`src/rtl/yuv_stream_packer.sv`:
```
// yuv_stream_packer: packs an interleaved 4:2:2 byte stream (Y,Cb,Y,Cr)
// into 32-bit words. Luma and chroma go to separate regions of a
// double-buffered frame bank.
//
// Ports:
//   clk, rst (async, active-low)
//   ena, dclr, dstrb, din1[7:0], mode420          -- stream side
//   wr_en, wr_addr[ADDR_W-1:0], wr_data[31:0]      -- RAM write port
//   mbrow_done, mbrow[5:0], frame_done, bank       -- scheduler status
module yuv_stream_packer #(
    parameter int FRAME_WIDTH  = 144,
    parameter int FRAME_HEIGHT = 80,
    parameter int ADDR_W       = 17
) (
    input  logic              clk,
    input  logic              rst,
    input  logic              ena,
    input  logic              dclr,
    input  logic              dstrb,
    input  logic [7:0]        din1,
    input  logic              mode420,
    output logic              wr_en,
    output logic [ADDR_W-1:0] wr_addr,
    output logic [31:0]       wr_data,
    output logic              mbrow_done,
    output logic [5:0]        mbrow,
    output logic              frame_done,
    output logic              bank
);

    localparam int XW = $clog2(FRAME_WIDTH);
    localparam int YW = $clog2(FRAME_HEIGHT);
    localparam int OW = ADDR_W - 1;

    localparam logic [OW-1:0] WQ    = OW'(FRAME_WIDTH / 4);
    localparam logic [OW-1:0] CBASE = OW'(FRAME_WIDTH * FRAME_HEIGHT / 4);
    localparam logic [XW-1:0] XLAST = XW'(FRAME_WIDTH - 2);
    localparam logic [YW-1:0] YLAST = YW'(FRAME_HEIGHT - 1);

    logic [1:0]        p_q, p_d;
    logic [XW-1:0]     x_q, x_d;
    logic [YW-1:0]     y_q, y_d;
    logic [31:0]       luma_q, luma_d;
    logic [31:0]       chroma_q, chroma_d;
    logic              mode_q, mode_d;
    logic              bank_q, bank_d;
    logic              wr_en_q, wr_en_d;
    logic [ADDR_W-1:0] wr_addr_q, wr_addr_d;
    logic [31:0]       wr_data_q, wr_data_d;
    logic              mbrow_done_q, mbrow_done_d;
    logic [5:0]        mbrow_q, mbrow_d;
    logic              frame_done_q, frame_done_d;

    logic          skip_c;
    logic [YW-1:0] cl;
    logic [OW-1:0] luma_off;
    logic [OW-1:0] chroma_off;
    logic          line_end;
    logic          frame_end;

    // Odd lines in 4:2:0 mode carry chroma that is consumed but never stored.
    assign skip_c     = mode_q & y_q[0];
    assign cl         = mode_q ? (y_q >> 1) : y_q;
    assign luma_off   = OW'(y_q) * WQ + OW'(x_q >> 2);
    assign chroma_off = CBASE + OW'(cl) * WQ + OW'(x_q >> 2);
    assign line_end   = (x_q == XLAST);
    assign frame_end  = line_end && (y_q == YLAST);

    always_comb begin
        p_d          = p_q;
        x_d          = x_q;
        y_d          = y_q;
        luma_d       = luma_q;
        chroma_d     = chroma_q;
        mode_d       = mode_q;
        bank_d       = bank_q;
        wr_en_d      = 1'b0;
        wr_addr_d    = wr_addr_q;
        wr_data_d    = wr_data_q;
        mbrow_done_d = 1'b0;
        mbrow_d      = mbrow_q;
        frame_done_d = 1'b0;
        if (ena && dclr) begin
            p_d      = '0;
            x_d      = '0;
            y_d      = '0;
            luma_d   = '0;
            chroma_d = '0;
            mode_d   = mode420;
        end else if (ena && dstrb) begin
            p_d = p_q + 2'd1;
            unique case (p_q)
                2'd0: luma_d = {din1, luma_q[31:8]};
                2'd1: begin
                    if (!skip_c) chroma_d = {din1, chroma_q[31:8]};
                end
                2'd2: begin
                    luma_d = {din1, luma_q[31:8]};
                    // second pixel pair of a 4-pixel group completes the word
                    if (x_q[1]) begin
                        wr_en_d   = 1'b1;
                        wr_addr_d = {bank_q, luma_off};
                        wr_data_d = luma_d;
                    end
                end
                2'd3: begin
                    if (!skip_c) begin
                        chroma_d = {din1, chroma_q[31:8]};
                        if (x_q[1]) begin
                            wr_en_d   = 1'b1;
                            wr_addr_d = {bank_q, chroma_off};
                            wr_data_d = chroma_d;
                        end
                    end
                    if (line_end) begin
                        x_d          = '0;
                        mbrow_done_d = (y_q[3:0] == 4'hf);
                        if (y_q[3:0] == 4'hf) mbrow_d = 6'(y_q >> 4);
                        frame_done_d = frame_end;
                        if (frame_end) begin
                            y_d    = '0;
                            bank_d = ~bank_q;
                            mode_d = mode420;
                        end else begin
                            y_d = y_q + YW'(1);
                        end
                    end else begin
                        x_d = x_q + XW'(2);
                    end
                end
            endcase
        end
    end

    always_ff @(posedge clk or negedge rst) begin
        if (!rst) begin
            p_q          <= '0;
            x_q          <= '0;
            y_q          <= '0;
            luma_q       <= '0;
            chroma_q     <= '0;
            mode_q       <= 1'b0;
            bank_q       <= 1'b0;
            wr_en_q      <= 1'b0;
            wr_addr_q    <= '0;
            wr_data_q    <= '0;
            mbrow_done_q <= 1'b0;
            mbrow_q      <= '0;
            frame_done_q <= 1'b0;
        end else begin
            p_q          <= p_d;
            x_q          <= x_d;
            y_q          <= y_d;
            luma_q       <= luma_d;
            chroma_q     <= chroma_d;
            mode_q       <= mode_d;
            bank_q       <= bank_d;
            wr_en_q      <= wr_en_d;
            wr_addr_q    <= wr_addr_d;
            wr_data_q    <= wr_data_d;
            mbrow_done_q <= mbrow_done_d;
            mbrow_q      <= mbrow_d;
            frame_done_q <= frame_done_d;
        end
    end

    assign wr_en      = wr_en_q;
    assign wr_addr    = wr_addr_q;
    assign wr_data    = wr_data_q;
    assign mbrow_done = mbrow_done_q;
    assign mbrow      = mbrow_q;
    assign frame_done = frame_done_q;
    assign bank       = bank_q;

endmodule

```
`config.mk`:
```
export PLATFORM = sky130hd
export DESIGN_NAME = yuv_stream_packer
export DESIGN_NICKNAME = d
export VERILOG_FILES = /design/src/rtl/yuv_stream_packer.sv
export SDC_FILE = /design/constraint.sdc
export NUM_CORES = 1
export LEC_CHECK = 0
export CAP_MARGIN = 20
export CORE_UTILIZATION = 56
export DETAILED_ROUTE_END_ITERATION = 8
export MAX_ROUTING_LAYER = met4
export PLACE_DENSITY = 0.8
export SLEW_MARGIN = 20
export SYNTH_ARGS = -nofsm -noshare
export SYNTH_HDL_FRONTEND = slang
export SYNTH_SLANG_ARGS = --single-unit
```
`constraint.sdc`:
```
create_clock -name clk -period 4.05 [get_ports clk]
set_clock_uncertainty 0.1 [all_clocks]
set_input_delay 0.6075 -clock clk [delete_from_list [all_inputs] [get_ports clk]]
set_output_delay 0.6075 -clock clk [all_outputs]
set_load 0.01 [all_outputs]
```
======== Word-level counts from Yosys, hierarchy flattened ========
Cells that the tools add are included.
operators by class
  reduce and logical (&&, ||, !) cells .... 21
  multiply operators ...................... 2
  $add $sub $neg .......................... 6
  eq/ne operators ......................... 10
  mux-type cells .......................... 45
  bitwise logic cells ..................... 3
operators by type and width
  operator                                                             count
  32-bit two-way mux                                                   10
  32-bit case mux with 2 select lines                                  1
  17-bit two-way mux                                                   3
  7-bit two-way mux                                                    6
  17-bit case mux with 2 select lines                                  1
  8-bit two-way mux                                                    4
  7-bit by 4-bit multiplier with 11-bit output, second input constant  2
  1-bit two-way mux                                                    17
  14-bit by 6-bit adder with 15-bit output                             1
  12-bit by 13-bit adder with 14-bit output, first input constant      1
  13-bit by 6-bit adder with 14-bit output                             1
  2-bit nonzero test                                                   7
  5-bit AND reduction                                                  2
  8-bit by 2-bit adder with 8-bit output, second input constant        1
  8-bit equality test, second input constant                           1
  7-bit by 1-bit adder with 7-bit output, second input constant        1
  7-bit equality test, second input constant                           1
  2-bit inequality test, second input constant                         3
  3-bit AND reduction                                                  2
  6-bit AND reduction                                                  1
  2-bit equality test, second input constant                           2
  4-bit equality test, second input constant                           1
  2-bit two-way mux                                                    2
  2-bit AND reduction                                                  2
  other kinds (10)                                                     14
word-level totals
  flip-flop bits (word level) ............. 138
  output and inout bits ................... 59
  word-level logic and storage cells ...... 100
  bits of input ports ..................... 14

======== Longest topological paths before layout ========
Gate-level depths: netlist of run 1.
  word-level depth ........................ 7
  gate-level depth with buffers ........... 15
  gate-level depth less buffers ........... 13

======== Worst setup path before layout of run 1 ========
Ideal clock, no wire load.
  path kind ............................... reg2reg
  start point ............................. register mode_q
  end point ............................... register wr_addr_q[12], in the netlist wr_addr[12]
  data required time ...................... 3,816 ps
  setup time .............................. 134 ps
  buffers on the path ..................... 2
  cell stages (with the launch flop) ...... 14
  clock period less this slack ............ 3,389 ps
  path slack .............................. 661 ps
  arrival ................................. 3,156 ps
  cells stage by stage .................... dfrtp_1 > clkbuf_1 > clkbuf_1 > mux2_2 > ha_1 > ha_1 > inv_1 > fa_1 > nor2b_1 > o21ai_1 > a2111oi_0 > a211oi_1 > o31ai_1 > nand3_1
between the ends
  word-level cells in the longest chain between the ends .. 7
  elaborated cells on any way between the ends .. 10
  classes of those cells .................. 2 x add/sub; 1 x mul; 1 x eq/ne; 4 x mux; 1 x bitwise; 1 x reduce/logical
ends and longest elaborated chain
  what                                          line  text
  start: declaration                            45    logic mode_q, mode_d;
  start signal: assignment                      156   mode_q <= mode_d;
  7-bit two-way mux                             63    assign cl = mode_q ? (y_q >> 1) : y_q;
  7-bit by 4-bit multiplier with 11-bit output  65    assign chroma_off = CBASE + OW'(cl) * WQ + OW'(x_q >> 2);
  12-bit by 13-bit adder with 14-bit output     65
  14-bit by 6-bit adder with 15-bit output      65
  17-bit two-way mux                            109   if (x_q[1]) begin
  17-bit two-way mux                            107   if (!skip_c) begin
  17-bit case mux with 2 select lines           92    unique case (p_q)
  end signal: assignment                        159   wr_addr_q <= wr_addr_d;
  end: declaration                              48    logic [ADDR_W-1:0] wr_addr_q, wr_addr_d;
Several ways; a longest one is shown, not always the timed one. The select of a mux whose other input is x is not followed.
A chain may end at the register's enable or synchronous reset.

======== Worst setup path in the final report of run 1 ========
Same ends and word-level chain as after synthesis.

==> flow_summary_export.csv, run 1 <==
group,metric,value,unit
cells_and_area,layout.nets,764,
floorplan,std_cell_rows,38,
pwr,p_leak,3.43,nW
timing,hold_viol,0,
logic_synthesis,synth_largest_area_cell,"dfrtp_1",
clock_network,cts-root-buf,"clkbuf_8",
routing,ant_nets,0,
timing,max_freq,280,MHz
floorplan,die_x,108,um
logic_synthesis,synth_area_leaders,"dfrtp_1, nand2_1, o21ai_0",
floorplan,die_area,11600,um^2
timing,period_minus_slack,3.57,ns
cells_and_area,antenna_cells,0,
routing,wirelength,14500,um
worst_setup_path,path_cells,"mux2_2, ha_1, ha_1, inv_1, fa_1, nor2b_1, o21ai_1, a2111oi_0, a211oi_1, o31ai_1, nand3_1",
cells_and_area,layout.cells.non_filler,870,
worst_setup_path,cp.arrival,3.87,ns
pwr,ir_drop,0.352,mV
routing,avgViaCountPerCell,5.79,
worst_setup_path,crit_path_max_incr_delay,0.77,ns
logic_synthesis,syn_avg_cell_area,9.54,um^2
cells_and_area,fin_util,0.705,
routing,via_count,5040,
clock_network,clk_pin_slew,0.06,ns
place,io_buffers,67,
clock_network,worstSkewPairLatency,0.53,ns
cells_and_area,num-fill-cells,806,
routing,wl_per_cell,16.6,um
clock_network,cts_buffer_depth,2,
grt,grtUsageTotal,0.281,
floorplan,die_h,108,um
timing,setup_ws,0.476,ns
timing,setup_viol,0,
cells_and_area,syn_to_final_growth,22.5,%
timing,slew_headroom,0.388,
timing,layout_worst_path_cycle_share,0.883,
clock_network,tritoncts,"built",
logic_synthesis,ys_warn_count,0,
routing,drtIter0Drc,362,
logic_synthesis,yosysSeqAreaShare,0.476,
clock_network,cts.sink_count,119,
worst_setup_path,worstPathRequired,4.35,ns
worst_setup_path,critPathKind,"flip-flop to flip-flop",
logic_synthesis,synth_cell_types,56,
floorplan,start_util,0.575,
logic_synthesis,synth_edf_count,0,
clock_network,cts_setup_buffers,0,
worst_setup_path,cp_slowest_cell,"a2111oi_0",
floorplan,core-area,10900,um^2
timing,worst_pin_slew,0.918,ns
grt,gr-total-overflow,0,
min_path,hold_class,"primary input to async pin",
grt,grt_pass1_wl,24100,um
logic_synthesis,ys_ff_latch,119,
clock_network,cts_resized,0,
cells_and_area,drive_above_1_share,0.0849,
place,place_hpwl,9730,um
pwr,power_density,467,nW/um^2
clock_network,numCtsBuffers,17,
clock_network,htree_num_levels,4,
worst_setup_path,path_max_fanout,17,
logic_synthesis,ys_async_sr_fraction,1.00,
logic_synthesis,synth_flop_cell,"dfrtp_1",
logic_synthesis,syn_area,6260,um^2
logic_synthesis,syn_inst,656,
grt,grt_pass1_vias,5030,
logic_synthesis,synthDominantCellAreaShare,0.476,
routing,drt-pass1-iter-count,5,
grt,grt_antenna_before_repair,0,
timing,drv_slew,0,
job,drv_cap,0,
status,outcome,"finished, final reports clean",
place,gp_congestion,0.910,
grt,grt_max_degree,76,
place,dpl.cell_count,838,
routing,drc,0,
place,pre_cts_slack,0.502,ns
worst_setup_path,end_kind,"flip-flop",
worst_setup_path,crit_top_cell,"ha_1",
floorplan,ios,73,
clock_network,cts_hold_buf,0,
timing,rsz0062_at_grt,"no",
worst_setup_path,cp-start-kind,"flip-flop",
timing,fin_tns_setup,0,ns
metal layers:
metal  GRT usage  vias up  share of wire
li1            -     2387              -
met1       0.353     2442           0.44
met2       0.442      175           0.49
met3      0.0593       36          0.052
met4       0.118        0          0.024
met5           -        -              0
worst max-delay path, delay by kind of cell, from the launching register on:
| family | cells | cell delay, ns |
|---|---|---|
| compound gates | 4 | 1.17 |
| fa+ha+maj | 3 | 0.84 |
| flops | 1 | 0.63 |
| mux | 1 | 0.41 |
| simple gates | 2 | 0.24 |
| buf+inv | 1 | 0.05 |
synthesized netlist by cell type (3+ instances only):
cell      number
inv_1         18
o21a_1         5
a21o_1         5
and2_1         3
buf_4          7
ha_1          29
and3_1         4
clkbuf_1      26
xor2_1         9
o22ai_1        3
o21ai_0       85
nand2b_1       4
o31ai_1        7
fa_1           4
xnor2_1       11
nor3_1         4
o21ai_1       20
nor2_1        22
a21oi_1       13
mux2i_1       32
a211oi_1       5
nand3_1        7
mux2_1        13
mux2_2         7
dfrtp_1      119
or3_1          6
buf_2          3
nand2_1      146
nor2b_1        7
report_power, final:
group	switching (mW)	internal (mW)	leakage (nW)
Clock	0.561	1.08	0.312
Combinational	0.309	0.220	1.51
Sequential	0.113	1.30	1.61
cell families after synthesis:
group                      count (synthesis)  synth area share
other                                      1          0.000599
DFF                                      119             0.476
buffers and inverters                     58            0.0402
and+or+nand+nor                          211             0.144
xor gates and xnor gates                  20            0.0280
AOI/OAI and AO/OA                        162             0.154
adders and majority gates                 33            0.0707
muxes                                     52            0.0871
cells in the final DEF (no fill, tap or decap), types with 16 or more instances in the layout:
cell / count
clkbuf_16: 16
clkdlybuf4s50_1: 66
dfrtp_1: 119
ha_1: 28
inv_1: 18
mux2i_1: 32
nand2_1: 146
nor2_1: 22
o21ai_0: 84
o21ai_1: 19
flip-flops by register name, indices dropped and copies added (netlist names), 2 cells and up:
name and cells:
wr_data 32, x_q 7, wr_addr 15, chroma_q 24
mbrow 3, luma_q 24, y_q 7, p_q 2
layout make-up:
class | instances | area, um^2 | area share
Clock buffer | 18 | 428 | 0.0558
Clock inverter | 14 | 219 | 0.0285
Inverter | 19 | 71.3 | 0.00930
Multi-Input combinational cell | 483 | 3060 | 0.399
Sequential cell | 119 | 2980 | 0.388
Tap cell | 140 | 175 | 0.0228
Timing Repair Buffer | 77 | 743 | 0.0969
final timing paths:
path / from / end / slack (ns) / cells after the start
worst max-delay path: mode_q / wr_addr[12] / 0.48 / 11
worst min-delay path: rst / wr_data[5] / 0.13 / 1
worst max register to register: mode_q / wr_addr[12] / 0.48 / 11
worst min register to register: chroma_q[10] / chroma_q[10] / 0.38 / 2
max in group asynchronous: rst / x_q[6] / 2.85 / 2
min in group clk: chroma_q[10] / chroma_q[10] / 0.38 / 2
metrics by stage:
stage | total power, mW | hold WS (ns) | instance area, um^2
2_1_floorplan | 1.76 | 0.212 | 6280
4_1_cts | 3.61 | 0.145 | 7670
5_1_grt | 3.75 | 0.191 | 7670
6_report | 3.59 | 0.129 | 7670
3_3_place_gp | 1.92 | 0.361 | 7030
3_5_place_dp | 1.95 | 0.370 | 7030
Note: power is estimated with default switching activity, not from simulation.
==> run 2, diff against run 1 <==
- CAP_MARGIN: 20 -> 10
==> results of run 2 <==
No change in the layout: final DEF, timing and power equal those of run 1.
